`config.mk`:
```
export PLATFORM = sky130hd
export DESIGN_NAME = alu
export DESIGN_NICKNAME = d
export VERILOG_FILES = /design/src/rtl/alu.sv
export SDC_FILE = /design/constraint.sdc
export NUM_CORES = 2
export LEC_CHECK = 0
export ABC_AREA = 1
export CORE_MARGIN = 5
export CORE_UTILIZATION = 41
export DETAILED_ROUTE_END_ITERATION = 8
export PLACE_DENSITY = 0.54
export SLEW_MARGIN = 10
export SYNTH_ARGS = -nofsm -noshare
export SYNTH_HDL_FRONTEND = slang
export SYNTH_SLANG_ARGS = --single-unit
```
`constraint.sdc`:
```
create_clock -name CLK -period 1.1 [get_ports CLK]
set_input_delay 0.22 -clock CLK [delete_from_list [all_inputs] [get_ports CLK]]
set_output_delay 0.22 -clock CLK [all_outputs]
set_load 0.01 [all_outputs]
```
`src/rtl/alu.sv`:
```
// alu: 32-bit integer ALU with one registered result (latency 1, one op/cycle).
// Operations: ADD, SUB, MUL (low half), SRL, SLL, AND, OR, NOR, SLT.
// Optional build macro ALU_SIGNED_SLT_EN: when defined, SLT compares the
// operands as two's-complement signed values; otherwise SLT is unsigned.
module alu #(
    parameter int DATA_WIDTH = 32,
    parameter int OPRN_WIDTH = 6
) (
    input  logic                  CLK,
    input  logic                  RST,
    input  logic [DATA_WIDTH-1:0] op1,
    input  logic [DATA_WIDTH-1:0] op2,
    input  logic [OPRN_WIDTH-1:0] oprn,
    output logic [DATA_WIDTH-1:0] result
);

    localparam logic [OPRN_WIDTH-1:0] OP_ADD = OPRN_WIDTH'(1);
    localparam logic [OPRN_WIDTH-1:0] OP_SUB = OPRN_WIDTH'(2);
    localparam logic [OPRN_WIDTH-1:0] OP_MUL = OPRN_WIDTH'(3);
    localparam logic [OPRN_WIDTH-1:0] OP_SRL = OPRN_WIDTH'(4);
    localparam logic [OPRN_WIDTH-1:0] OP_SLL = OPRN_WIDTH'(5);
    localparam logic [OPRN_WIDTH-1:0] OP_AND = OPRN_WIDTH'(6);
    localparam logic [OPRN_WIDTH-1:0] OP_OR  = OPRN_WIDTH'(7);
    localparam logic [OPRN_WIDTH-1:0] OP_NOR = OPRN_WIDTH'(8);
    localparam logic [OPRN_WIDTH-1:0] OP_SLT = OPRN_WIDTH'(9);

    // Shift amounts at or above this limit push every bit out of the word.
    localparam logic [DATA_WIDTH-1:0] SHIFT_LIM = DATA_WIDTH'(DATA_WIDTH);

    logic [DATA_WIDTH-1:0] res_p0;
    logic                  lt_p0;

`ifdef ALU_SIGNED_SLT_EN
    logic signed [DATA_WIDTH-1:0] op1_s;
    logic signed [DATA_WIDTH-1:0] op2_s;

    // Signed less-than for SLT.
    always_comb begin
        op1_s = op1;
        op2_s = op2;
        lt_p0 = (op1_s < op2_s);
    end
`else
    // Unsigned less-than for SLT.
    always_comb begin
        lt_p0 = (op1 < op2);
    end
`endif

    // Stage p0: combinational operation select; undefined opcodes yield zero.
    always_comb begin
        res_p0 = '0;
        unique case (oprn)
            OP_ADD: res_p0 = op1 + op2;
            OP_SUB: res_p0 = op1 - op2;
            OP_MUL: res_p0 = op1 * op2;
            OP_SRL: res_p0 = (op2 >= SHIFT_LIM) ? '0 : (op1 >> op2);
            OP_SLL: res_p0 = (op2 >= SHIFT_LIM) ? '0 : (op1 << op2);
            OP_AND: res_p0 = op1 & op2;
            OP_OR:  res_p0 = op1 | op2;
            OP_NOR: res_p0 = ~(op1 | op2);
            OP_SLT: res_p0 = {{(DATA_WIDTH-1){1'b0}}, lt_p0};
            default: res_p0 = '0;
        endcase
    end

    // Stage p0 -> output: result register, cleared asynchronously so reset
    // also drops any computation in flight.
    always_ff @(posedge CLK or posedge RST) begin
        if (RST) begin
            result <= '0;
        end else begin
            result <= res_p0;
        end
    end

endmodule

```
* Word-level counts from Yosys, hierarchy flattened
Cells that the tools add are included.
Word-level totals: output and inout port bits 32, bits of input ports 72, bits in registers 32
Cells by class: order comparisons 2, shifts and indexed selects 2, multipliers 1, add/sub/neg operators 2, eq/ne operators 9, bitwise gates (word level) 3, muxes and demuxes 3
Operator list (number):
- 32-bit case mux with 9 select lines | 1
- 32-bit 2-to-1 mux | 2
- 32-bit adder | 1
- 32-bit AND | 1
- 32-bit by 6-bit greater-or-equal comparator with 1-bit output (second input constant) | 1
- 32-bit less-than comparator | 1
- 32-bit by 32-bit multiplier with 32-bit output | 1
- 32-bit NOT | 1
- 32-bit bitwise OR | 1
- 32-bit by 32-bit << shifter with 32-bit output | 1
- 32-bit by 32-bit right shift with 32-bit output | 1
- 32-bit subtractor | 1
- 6-bit by 3-bit == test with 1-bit output (second input constant) | 4
- 6-bit by 2-bit == test with 1-bit output (second input constant) | 2
- 6-bit by 4-bit == test with 1-bit output (second input constant) | 2
- 6-bit by 1-bit == test with 1-bit output (second input constant) | 1

* Logic depth before layout (Yosys ltp)
depth in word-level cells 3, gate-level depth with buffers 34, gate-level depth less buffers 31

* Least setup slack after synthesis
Ideal clock, no wire load.
path type input to register, from input port op2[2], to register result[25], setup slack -6.048 ns, required time 0.968 ns, stages on the path 29, data arrival time 7.017 ns, cell sequence clkbuf_1 buf_2 clkbuf_1 clkbuf_1 clkbuf_1 nand2_1 inv_1 fa_1 inv_1 fa_1 fa_1 fa_1 inv_1 fa_1 inv_1 fa_1 inv_1 fa_1 fa_1 ha_1 a21oi_1 o21ai_0 a21oi_1 o311ai_0 nand2_1 o211ai_1 or2_2 nand3_1 nand4_1
Between the ends: cells in the longest elaborated chain, start to end 3, elaborated cells on any way between the ends 9
RTL lines:
- start: declaration | line 12 | input logic [DATA_WIDTH-1:0] op2,
- branches (longest 2 deep; another with 32-bit by 32-bit multiplier with 32-bit output)
- 32-bit case mux with 9 select lines (*) | line 53 | unique case (oprn)
- named net res_p0[25] | line 30 | logic [DATA_WIDTH-1:0] res_p0;
- end signal: assignment | line 73 | result <= res_p0;
- end: declaration | line 14 | output logic [DATA_WIDTH-1:0] result
Mark *: on every way through the listed nets, which the timed path passes.

* Worst setup path after layout
from input port op2[4], to register result[25]
The elaborated chain is that of the path after synthesis.

==> impl_metrics.csv <==
group,metric,value,unit
grt,antenna_found_initial,5,
min_path,hp-class,"in2async",
synthesis,ys_types,52,
synthesis,ys_ff_latch,32,
grt,overflow,0,
routing,detail_route.wl_per_cell,21.9,µm
clock_tree,ctsHtreeMaxLevel,2,
timing,setup_slack,-5.09,ns
die,die-area,69800,µm²
die,coreArea,64200,µm²
critical_path,worstPathArrival,6.36,ns
timing,timing.final.crit_share,563,%
finish,reg.largest.list,"result x32",
timing,finalHoldViolations,0,
die,fp.dieH,264,µm
timing,period_needed,6.19,ns
critical_path,slowest_delay,0.58,ns
critical_path,startpoint,"op2[4]",
critical_path,crit_fanout,6,
placed_design,dpl.hpwl,102,mm
routing,vias,30511,
synthesis,synth_nets,4802,
routing,viasPerCell,5.23,
critical_path,crit_buf_inv,8,
critical_path,critPathKind,"in2reg",
run_status,violations,"setup timing",
grt,grt_pass1_vias,30558,
clock_tree,cts_buffer_depth,2,
synthesis,synth_area_per_cell,6.46,µm²
routing,drc,0,
clock_tree,numCtsBuffers,5,
die,fp-row-count,93,
timing,rsz0062_at_grt,"true",
synthesis,synth_top_area_cell,"fa_1",
run_status,run_status,"finished with violations",
routing,detail-route-antenna-nets,0,
timing,relSlewSlack,47.4,%
routing,drt_iter0_drc,2814,
critical_path,start_kind,"input port",
finish,final_layout_size_suffix_gt1_share,33.9,%
synthesis,synth_area,26500,µm²
grt,grt_usage,35.4,%
critical_path,cp_common_cell,"fa_1",
timing,final-setup-viol-count,42,
finish,post-route-util,62.2,%
run,drv_cap,0,
die,io_pins,104,
finish,largest-register,"result",
clock_tree,root_buffer,"clkbuf_16",
clock_tree,clk_pin_slew,0.06,ns
grt,grt_pass1_wl,189,mm
clock_tree,hold_buffers,0,
routing,drt-total-wl,128,mm
synthesis,synth-main-ff-cell,"dfrtp_1",
finish,final_net_count,5676,
placed_design,port_buffers,103,
finish,largest_reg_flops,32,
critical_path,crit_path_end_kind,"flop",
finish,layout_common_cells,"nand2_1, inv_1, buf_4",
synthesis,synth_edf_count,0,
synthesis,seq_area_frac_synth,3.02,%
die,fp.dieW,264,µm
grt,grt_start_max_net_pins,67,
finish,final_common_cell,"nand2_1",
placed_design,globalplace.congestion,0.993,
routing,firstDrtPassIters,6,
critical_path,slowest_stage,"fa_1",
die,initial_core_util,41.2,%
synthesis,async_flop_share,100,%
synthesis,yosys_warnings,0,
clock_tree,cts_sinks,32,
finish,syn_to_final_growth,50.8,%
clock_tree,cts_tree,"done",
timing,worstMarginPinSlew,0.781,ns
critical_path,cp_top_family,"adder cells",
synthesis,synthCells,4101,
critical_path,crit_required,1.27,ns
timing,drv_slew,0,
synthesis,synthTopCellsByArea,"fa_1, nand2_1, inv_1",
synthesis,synth_top_area_share,31.0,%
timing,max_freq,161,MHz
-- metrics by stage --
stage	setup TNS [ns]	hold slack [ns]	std cells	area (µm²)	worst slack [ns]
after global placement	-159.42	0.587	5692	35200	-5.80
after global routing	-139.45	0.330	5831	39900	-5.25
after CTS	-136.22	0.292	5801	38700	-4.97
final	-135.48	0.289	5833	39900	-5.09
after detailed placement	-160.22	0.611	5692	35200	-5.82
after floorplan	-133.91	0.336	4101	27600	-5.33
-- tightest hold or removal path: stages --
cell,delay (ns)
clkdlybuf4s50_1,0.41
inv_1,0.09
buf_12,0.23
-- metal layers --
metal | GRT usage, % | share of wire [%] | wire length (µm) | vias to the layer above
met3 | 5.20 | 8.2 | 10500 | 306
met5 | 0 | 0.015 | 19 | -
met1 | 47.3 | 41 | 51800 | 14797
li1 | - | - | - | 14125
met2 | 58.5 | 46 | 58800 | 1279
met4 | 13.1 | 5.3 | 6710 | 4
-- cells by family after synthesis --
| kind of cell | after synthesis | synth area share, % |
|---|---|---|
| xor+xnor | 44 | 1.46 |
| compound gates | 433 | 9.28 |
| flops | 32 | 3.02 |
| simple gates | 1793 | 27.9 |
| fa+ha+maj | 629 | 41.3 |
| buf+inv | 1170 | 17.0 |
-- cells in the mapped netlist, types with 16 or more instances --
cell type and number:
nand2_1 1153, inv_1 956, fa_1 410, nand3_1 336, ha_1 219, nor2_1 206, a21oi_1 161, o21ai_0 155
clkbuf_1 133, buf_1 34, nand4_1 33, buf_2 32, dfrtp_1 32, xnor2_1 28, nor3_1 23, a221oi_1 18
o211ai_1 18, xor2_1 16
-- path summary, 6_finish.rpt --
check / to / slack, ns / cells after the start
min: result[14]$_DFF_PP0_ / 0.29 / 3
max: result[25]$_DFF_PP0_ / -5.09 / 27
min in group CLK: result[4]$_DFF_PP0_ / 0.74 / 7
max in group asynchronous: result[25]$_DFF_PP0_ / 0.58 / 3
-- layout make-up --
type                    instances  area (µm²)
clock buffers                   5         125
multi-input cells            2899       24100
repair buffers               1076       10100
flip-flops and latches         32         808
clock inverters                 3        46.3
well taps                     855        1070
diodes                          2        5.00
inverters                     961        3640
fillers                      5813       24300
-- repair_timing --
action / 4_1_cts / 5_1_grt
endpoints found under the setup margin: 64 / 50
gates resized for setup: 863 / 372
gates cloned: 16 / 1
setup buffers: 88 / 45
pin swaps: 341 / 273
Power is left out: the tool's default activity adds up to more than one toggle a clock period on the data nets, which glitch-free logic cannot reach.
